[config.mk]
export PLATFORM = sky130hd
export DESIGN_NAME = jt1943_snd_post_flat
export DESIGN_NICKNAME = d
export VERILOG_FILES = /design/src/rtl/jt1943_snd_pkg.sv /design/src/rtl/jt1943_snd_post_if.sv /design/src/rtl/jt1943_snd_dcblk.sv /design/src/rtl/jt1943_snd_post.sv /design/src/flat_wrapper.sv
export SDC_FILE = /design/constraint.sdc
export NUM_CORES = 1
export LEC_CHECK = 0
export CAP_MARGIN = 10
export CORE_MARGIN = 2
export CORE_UTILIZATION = 43
export DETAILED_ROUTE_END_ITERATION = 6
export GPL_TIMING_DRIVEN = 0
export PLACE_DENSITY = 0.75
export SYNTH_ARGS = -nofsm -noshare
export SYNTH_HDL_FRONTEND = slang
export SYNTH_HIERARCHICAL = 1
export SYNTH_SLANG_ARGS = --single-unit
export TNS_END_PERCENT = 20
[constraint.sdc]
create_clock -name clk -period 6.45 [get_ports clk]
set_clock_uncertainty 0.15 [all_clocks]
set_input_delay 1.6125 -clock clk [delete_from_list [all_inputs] [get_ports clk]]
set_output_delay 1.6125 -clock clk [all_outputs]
set_load 0.02 [all_outputs]
[src/rtl/jt1943_snd_pkg.sv]
// Shared widths and saturation limits for the 1943 sound post-processing stage.
package jt1943_snd_pkg;

  localparam int unsigned SND_DW         = 16;
  localparam int unsigned DECIM_LOG2_DEF = 5;
  localparam int unsigned GAIN_W         = 8;
  localparam int unsigned GAIN_FRAC      = 4;

  localparam logic [GAIN_W-1:0]        GAIN_UNITY = 8'h10;
  localparam logic signed [SND_DW-1:0] SAT_MAX    = 16'sh7FFF;
  localparam logic signed [SND_DW-1:0] SAT_MIN    = 16'sh8000;

endpackage

[src/rtl/jt1943_snd_post_if.sv]
// Sample-in / sample-out bundle between the sound block, the post stage and the platform audio.
interface jt1943_snd_post_if
  import jt1943_snd_pkg::*;
#(
  parameter int unsigned DW = SND_DW,
  parameter int unsigned GW = GAIN_W
);

  logic                 cen1p5;
  logic signed [DW-1:0] snd_in;
  logic [GW-1:0]        gain;
  logic                 mute;
  logic signed [DW-1:0] snd_out;
  logic                 sample;
  logic                 clip;

  modport master (
    output cen1p5, snd_in, gain, mute,
    input  snd_out, sample, clip
  );

  modport slave (
    input  cen1p5, snd_in, gain, mute,
    output snd_out, sample, clip
  );

endinterface

[src/rtl/jt1943_snd_dcblk.sv]
// First-order DC-blocking high-pass: y = x - x1 + y1 - (y1 >>> 8), saturated, one clk latency.
module jt1943_snd_dcblk
  import jt1943_snd_pkg::*;
#(
  parameter int unsigned DW = SND_DW
) (
  input  logic                 clk,
  input  logic                 rst,
  input  logic                 in_v,
  input  logic signed [DW-1:0] x,
  output logic                 out_v,
  output logic signed [DW-1:0] y
);

  localparam int unsigned IW = DW + 2;
  localparam logic signed [IW-1:0] I_MAX = IW'(SAT_MAX);
  localparam logic signed [IW-1:0] I_MIN = IW'(SAT_MIN);

  logic signed [DW-1:0] x1;
  logic signed [IW-1:0] y_c;

  // y doubles as y1: it only changes when a new sample is filtered
  always_comb begin
    y_c = IW'(x) - IW'(x1) + IW'(y) - (IW'(y) >>> 8);
  end

  always_ff @(posedge clk) begin
    if (rst) begin
      x1    <= '0;
      y     <= '0;
      out_v <= 1'b0;
    end else begin
      out_v <= in_v;
      if (in_v) begin
        x1 <= x;
        if (y_c > I_MAX)      y <= SAT_MAX;
        else if (y_c < I_MIN) y <= SAT_MIN;
        else                  y <= DW'(y_c);
      end
    end
  end

endmodule

[src/rtl/jt1943_snd_post.sv]
// 1943 sound post stage: 32:1 boxcar decimation, 4.4 gain with saturation, mute, strobed output.
// Optional DC blocker between average and gain when JT1943_SND_DCBLOCK_EN is defined.
module jt1943_snd_post
  import jt1943_snd_pkg::*;
#(
  parameter int unsigned DW         = SND_DW,
  parameter int unsigned DECIM_LOG2 = DECIM_LOG2_DEF,
  parameter int unsigned GW         = GAIN_W
) (
  input  logic             clk,
  input  logic             rst,
  jt1943_snd_post_if.slave snd
);

  localparam int unsigned AW = DW + DECIM_LOG2;
  localparam int unsigned PW = DW + GW + 1;
  localparam logic signed [PW-1:0] P_MAX = PW'(SAT_MAX);
  localparam logic signed [PW-1:0] P_MIN = PW'(SAT_MIN);

  logic signed [AW-1:0]   acc;
  logic signed [AW-1:0]   sum;
  logic [DECIM_LOG2-1:0]  cnt;
  logic                   v1;
  logic signed [DW-1:0]   avg;
  logic                   v2;
  logic signed [DW-1:0]   g_in;
  logic                   g_v;
  logic signed [PW-1:0]   prod_c;
  logic signed [PW-1:0]   scl_c;
  logic signed [DW-1:0]   sat_val;
  logic                   sat_flag;
  logic                   v3;

  // Stage 0: accumulate one window; the closing sample goes straight into sum
  always_ff @(posedge clk) begin
    if (rst) begin
      acc <= '0;
      sum <= '0;
      cnt <= '0;
      v1  <= 1'b0;
    end else begin
      v1 <= 1'b0;
      if (snd.cen1p5) begin
        cnt <= cnt + DECIM_LOG2'(1);
        if (cnt == '1) begin
          sum <= acc + AW'(snd.snd_in);
          acc <= '0;
          v1  <= 1'b1;
        end else begin
          acc <= acc + AW'(snd.snd_in);
        end
      end
    end
  end

  // Stage 1: average by arithmetic shift (rounds toward -inf)
  always_ff @(posedge clk) begin
    if (rst) begin
      avg <= '0;
      v2  <= 1'b0;
    end else begin
      v2 <= v1;
      if (v1) avg <= DW'(sum >>> DECIM_LOG2);
    end
  end

`ifdef JT1943_SND_DCBLOCK_EN
  jt1943_snd_dcblk #(.DW(DW)) u_dcblk (
    .clk   (clk),
    .rst   (rst),
    .in_v  (v2),
    .x     (avg),
    .out_v (g_v),
    .y     (g_in)
  );
`else
  assign g_v  = v2;
  assign g_in = avg;
`endif

  always_comb begin
    prod_c = PW'(g_in) * PW'($signed({1'b0, snd.gain}));
    scl_c  = prod_c >>> GAIN_FRAC;
  end

  // Stage 2: gain and saturate; gain is sampled here
  always_ff @(posedge clk) begin
    if (rst) begin
      sat_val  <= '0;
      sat_flag <= 1'b0;
      v3       <= 1'b0;
    end else begin
      v3 <= g_v;
      if (g_v) begin
        if (scl_c > P_MAX) begin
          sat_val  <= SAT_MAX;
          sat_flag <= 1'b1;
        end else if (scl_c < P_MIN) begin
          sat_val  <= SAT_MIN;
          sat_flag <= 1'b1;
        end else begin
          sat_val  <= DW'(scl_c);
          sat_flag <= 1'b0;
        end
      end
    end
  end

  // Stage 3: output register; mute is sampled here and snd_out holds between strobes
  always_ff @(posedge clk) begin
    if (rst) begin
      snd.snd_out <= '0;
      snd.sample  <= 1'b0;
      snd.clip    <= 1'b0;
    end else begin
      snd.sample <= v3;
      snd.clip   <= v3 & sat_flag & ~snd.mute;
      if (v3) snd.snd_out <= snd.mute ? '0 : sat_val;
    end
  end

endmodule
[src/flat_wrapper.sv]
// flat-port wrapper written by rule: the top's interface ports become plain ports
module jt1943_snd_post_flat import jt1943_snd_pkg::*;
#(
  parameter int unsigned DW         = SND_DW,
  parameter int unsigned DECIM_LOG2 = DECIM_LOG2_DEF,
  parameter int unsigned GW         = GAIN_W
)
  (clk, rst, snd_cen1p5, snd_snd_in, snd_gain, snd_mute, snd_snd_out, snd_sample, snd_clip);
  jt1943_snd_post_if #(.DW(DW), .GW(GW)) snd_i ();
  input  logic clk;
  input  logic rst;
  input wire logic [$bits(snd_i.cen1p5)-1:0] snd_cen1p5;
  input wire logic [$bits(snd_i.snd_in)-1:0] snd_snd_in;
  input wire logic [$bits(snd_i.gain)-1:0] snd_gain;
  input wire logic [$bits(snd_i.mute)-1:0] snd_mute;
  output wire logic [$bits(snd_i.snd_out)-1:0] snd_snd_out;
  output wire logic [$bits(snd_i.sample)-1:0] snd_sample;
  output wire logic [$bits(snd_i.clip)-1:0] snd_clip;
  assign snd_i.cen1p5 = snd_cen1p5;
  assign snd_i.snd_in = snd_snd_in;
  assign snd_i.gain = snd_gain;
  assign snd_i.mute = snd_mute;
  assign snd_snd_out = snd_i.snd_out;
  assign snd_sample = snd_i.sample;
  assign snd_clip = snd_i.clip;
  jt1943_snd_post #(.DW(DW), .DECIM_LOG2(DECIM_LOG2), .GW(GW)) u_core (.clk(clk), .rst(rst), .snd(snd_i));
endmodule
==> Word-level counts from Yosys, hierarchy flattened <==
Index checks and enable logic that the tools add are counted.
{ "totals": {"ramBits": 0, "latch_bits": 0, "elab_cells": 31, "register_bits": 101, "mem_bits_ro": 0, "mem_count": 0, "inputBits": 28} }
{ "op_classes": {"eq_ne": 1, "addsub": 2, "n_div": 0, "mux": 7, "n_bitwise": 4, "n_mul": 1, "n_shift": 0, "n_lt_le_gt_ge": 2, "n_reduce_logical": 2} }
{ "op_table": {"columns": ["operator", "count"], "rows": [
  ["2-to-1 mux 16 bit", 3],
  ["multiplier 16 x 9 -> 25 bit", 1],
  ["adder 21 x 16 -> 21 bit", 1],
  ["greater-than comparator 21 x 16 -> 1 bit (second input constant)", 1],
  ["less-than comparator 21 x 16 -> 1 bit (second input constant)", 1],
  ["2-to-1 mux 21 bit", 1],
  ["adder 5 x 1 -> 5 bit (second input constant)", 1],
  ["equality test 5 bit (second input constant)", 1],
  ["2-to-1 mux 1 bit", 3],
  ["bitwise AND 1 bit", 2],
  ["inverter 1 bit", 2],
  ["AND reduction 2 bit", 1],
  ["OR reduction 2 bit", 1]
]} }

==> Longest topological paths before layout <==
{ "logic_depth": {"word_depth": 4, "ltp_mapped": 21, "ltp_nobuf": 20} }

==> Worst setup path after synthesis <==
OpenSTA, ideal clock, no wires.
{ "synth_timing": {"path_kind": "input to register", "start": "input snd_gain[2]", "end": "register u_core.sat_val[11]", "path_buffers": 2, "t_arrival_ns": 6.571, "path_slack_ns": -0.351, "stages": 20, "cell_sequence": "clkbuf_1 nand2_1 fa_1 inv_1 fa_1 inv_1 fa_1 fa_1 inv_1 ha_1 o211ai_2 a21oi_1 or4_1 a211o_1 a21oi_1 xor2_1 nor4_2 buf_2 o21ai_0 a211oi_2"} }
{ "synth_via": {"elab_chain_cells": 4, "word_cells_on_any_way": 5, "cone_classes": "mul (1); order compare (2); mux (2)"} }
{ "synth_lines": {"columns": ["item", "line_no", "text"], "rows": [
  ["start: declaration", "flat_wrapper.sv:14", "input wire logic [$bits(snd_i.gain)-1:0] snd_gain;"],
  ["multiplier 16 x 9 -> 25 bit (*)", "jt1943_snd_post.sv:82", "prod_c = PW'(g_in) * PW'($signed({1'b0, snd.gain}));"],
  ["less-than comparator 21 x 16 -> 1 bit", "jt1943_snd_post.sv:98", "end else if (scl_c < P_MIN) begin"],
  ["2-to-1 mux 16 bit", "jt1943_snd_post.sv:98", null],
  ["2-to-1 mux 16 bit (*)", "jt1943_snd_post.sv:95", "if (scl_c > P_MAX) begin"],
  ["end signal: assignment", "jt1943_snd_post.sv:102", "sat_val <= DW'(scl_c);"],
  ["end: declaration", "jt1943_snd_post.sv:30", "logic signed [DW-1:0] sat_val;"]
]} }
Mark *: on every way between the ends. The rest lies on a longest branch, timed or not.
A chain may end at the register's enable or synchronous reset.

==> Worst setup path in the final report <==
{ "layout_timing": {"start": "input snd_gain[0]", "end": "register u_core.sat_val[10]"} }
The elaborated chain is that of the path after synthesis.

==> flow_summary_export.csv <==
group,metric,value,unit
run_status,status,"finished, violations left",
run_status,violations,"setup timing",
global_routing,grt_pass1_vias,7676,
logic_synthesis,synth_area_per_cell,8.63,um^2
routing,wl,22.5,mm
setup_path,required,6510,ps
routing,wire_per_inst,15.6,um
setup_path,cpPeakStageDelay,570,ps
logic_synthesis,yosys_register_bits,96,
cells_and_area,postLayoutCellArea,11100,um^2
floorplanning,core-area,21000,um^2
logic_synthesis,muxShareOfSynthArea,0.0228,
routing,drtAntennaViolNets,0,
sta,period_minus_slack,6540,ps
sta,relSlewSlack,0.496,
routing,detail_route.vias_per_cell,5.29,
power_and_ir_drop,fin_total_pwr,1410,uW
place,dp_hpwl,17.1,mm
setup_path,crit_top_cell,"fa_1",
clock_network,clockBufferDepth,2,
logic_synthesis,yosys.area_share.adder,0.317,
cells_and_area,drive_gt1_frac,0.129,
logic_synthesis,synth_fp_nets,1268,
logic_synthesis,synth_edf_count,0,
sta,worstMarginPinSlew,756,ps
logic_synthesis,synth_seq_area_share,0.208,
setup_path,cp_max_fo,5,
place,dpl-instance-area,10100,um^2
job,drv_cap,0,
sta,rsz0062_at_grt,"true",
place,gp_congestion,0.888,
global_routing,grt_use_total,0.203,
setup_path,crit_chain,"buf_12 -> clkbuf_16 -> buf_8 -> nand2_4 -> fa_1 -> inv_1 -> fa_1 -> fa_1 -> inv_2 -> fa_1 -> inv_2 -> ha_4 -> a21o_1 -> or4_4 -> a211o_4 -> a21oi_2 -> xor2_1 -> nor4_4 -> buf_4 -> buf_8 -> o21bai_1 -> a211oi_2",
floorplanning,rows,53,
power_and_ir_drop,p_sw_frac,0.285,
setup_path,path_buf_inv,8,
global_routing,overflow,0,
power_and_ir_drop,p_sw,402,uW
place,dp.cells,1386,
floorplanning,io_pins,46,
clock_network,cts_buffers,9,
sta,final_max_slew_viol_count,0,
cells_and_area,fillers,1884,
cells_and_area,most-common-layout-cells,"inv_1 (159), nand2_1 (99), fa_1 (98)",
setup_path,critPathTopFamily,"adder cells",
power_and_ir_drop,combPwrFrac,0.192,
logic_synthesis,yosys.cell_types.count,60,
power_and_ir_drop,power-per-cell-area,127,nW/um^2
clock_network,clk_pin_slew,70,ps
logic_synthesis,postSynthCellCount,1068,
worst_hold_path,min_path_type,"reg -> reg",
logic_synthesis,synthSimpleGateAreaFrac,0.188,
clock_network,clkSinkCount,96,
floorplanning,die_x,150,um
global_routing,grt_max_degree,18,
power_and_ir_drop,seq_power_share,0.441,
cells_and_area,regArea,1920,um^2
cells_and_area,syn_to_final_growth,20.3,%
sta,fmax,153,MHz
cells_and_area,stdcell_count,1439,
sta,timing.final.crit_share,1.01,
cells_and_area,mostFrequentLayoutCell,"inv_1",
sta,setup_slack,-94.5,ps
cells_and_area,antennaDiodeCount,0,
sta,setup_viol,11,
logic_synthesis,synth-xor-area-share,0.0380,
cells_and_area,multi_input_area,6830,um^2
logic_synthesis,yosys.area.top_type,"fa_1",
clock_network,htreeDepth,3,
routing,firstDrtPassIters,6,
routing,vias,7609,
cells_and_area,fin_util,0.528,
clock_network,holdBufCountCts,0,
clock_network,cts_tree,"yes",
setup_path,cpMaxStageDelayCell,"fa_1",
logic_synthesis,yosys_warnings,6,
floorplanning,die_area,22600,um^2
global_routing,antenna_found_initial,0,
logic_synthesis,synth_compound_area_frac,0.140,
floorplanning,initial_core_util,0.439,
power_and_ir_drop,power.leakage,0.00500,uW
routing,drc_errors,0,
logic_synthesis,netlist_area,9220,um^2
sta,hold_slack,311,ps
setup_path,end_kind,"flip-flop",
setup_path,cp-start-kind,"input pin",
logic_synthesis,netlist_top_cells_area,"fa_1 (22%), dfxtp_1 (21%), ha_1 (9.4%)",
power_and_ir_drop,peakVddDrop,125,uV
place,port_buffers,43,
power_and_ir_drop,p_int,1010,uW
setup_path,crit_arrival,6600,ps
logic_synthesis,synth_top_cell_area_share,0.224,
power_and_ir_drop,pwr-share-clk,0.366,
global_routing,grt_first_pass_wirelength,36.7,mm
floorplanning,die_h,150,um
setup_path,crit_type,"in -> reg",
cells_and_area,layout.nets,1359,
logic_synthesis,synth_top_family_by_area,"adder cells",
clock_network,cts_root_buf,"clkbuf_16",
sta,hold_violations,0,
clock_network,clk_latency,350,ps
logic_synthesis,synthArstFlopShare,0,
routing,drt_iter0_markers,488,
logic_synthesis,ys.flop_type,"dfxtp_1",
[metal layers]
layer	part of all wire	routed length, um	global-route usage
met3	0.040	897	0.0327
met1	0.43	9690	0.254
met4	0.018	409	0.0495
met2	0.51	11500	0.365
met5	0	0	0
[flip-flops by register name, indices dropped and copies added (netlist names)]
name	cells
u_core/acc	21
u_core/avg	16
u_core/cnt	5
u_core/g_v	1
u_core/sat_flag	1
u_core/sat_val	16
u_core/snd.clip	1
u_core/snd.sample	1
u_core/snd.snd_out	16
u_core/sum	16
u_core/v1	1
u_core/v3	1
[timing repair]
action | 4_1_cts | 5_1_grt
pin swaps | 32 | 41
cloned | 3 | 1
gates resized for setup | 100 | 31
endpoints found under the setup margin | 17 | 16
buffers inserted | 21 | 15
[final timing paths]
check        cells after the start                         from  slack [ps]                              end
max                             22                  snd_gain[0]         -90  u_core/sat_val[10]$_SDFFE_PP0P_
min                              2  u_core/sum[11]$_SDFFE_PP0P_         310      u_core/sum[11]$_SDFFE_PP0P_
max reg2reg                     22  u_core/avg[12]$_SDFFE_PP0P_         730  u_core/sat_val[10]$_SDFFE_PP0P_
min reg2reg                      2  u_core/sum[11]$_SDFFE_PP0P_         310      u_core/sum[11]$_SDFFE_PP0P_
[through the flow]
stage	setup slack, ps	TNS (ps)
after CTS	-0.205	-0.205
after detailed placement	-1320	-21230
final	-94.5	-209
after floorplan	3.29	0
after global routing	-218	-2990
after global placement	-1280	-20760
[power groups by stage]
stage / clock (uW) / combinational, uW / sequential [uW]
final: 517 / 271 / 623
after global routing: 559 / 300 / 625
after CTS: 531 / 265 / 623
after detailed placement: 0 / 252 / 636
after global placement: 0 / 248 / 635
after floorplan: 0 / 183 / 633
[worst register-to-register path, delay by kind of cell, from the launching register on]
family                   cells  cell delay (ps)
AO/OA/AOI/OAI                6             1260
adder cells (fa/ha/maj)      5             2360
AND/OR/NAND/NOR              3              300
flip-flops                   1              310
XOR/XNOR                     1              240
buffers and inverters        7              960
[logic make-up (layout without fill, tap and decap cells)]
kind of cell	count (synthesis)	in the layout
compound gates	187	187
xor+xnor	40	40
fa+ha+maj	172	172
buf+inv	205	301
flops	96	96
mux	21	21
simple gates	347	347
[synth_stat cells, types with 9 or more instances]
| cell | number |
|---|---|
| a211oi_1 | 10 |
| dfxtp_1 | 96 |
| a22oi_1 | 15 |
| and2_1 | 73 |
| inv_1 | 162 |
| nand2b_1 | 25 |
| xor2_1 | 13 |
| a211oi_2 | 11 |
| ha_1 | 69 |
| mux2i_1 | 21 |
| clkbuf_1 | 38 |
| fa_1 | 103 |
| a21oi_1 | 62 |
| xnor2_1 | 27 |
| nand2_1 | 103 |
| o21ai_0 | 24 |
| nor2b_1 | 14 |
| nor3_1 | 9 |
| nand3b_1 | 18 |
| a21o_1 | 14 |
| nor2_1 | 82 |
[area by class of cell]
class | instances | share of cell area
clock inverters | 6 | 0.00440
inverters | 162 | 0.0548
plain buffers | 41 | 0.0264
clock buffers | 10 | 0.0215
multi-input cells | 767 | 0.616
flip-flops and latches | 96 | 0.173
repair buffers | 82 | 0.0730
well taps | 275 | 0.0310
(Power assumes the default switching activity.)
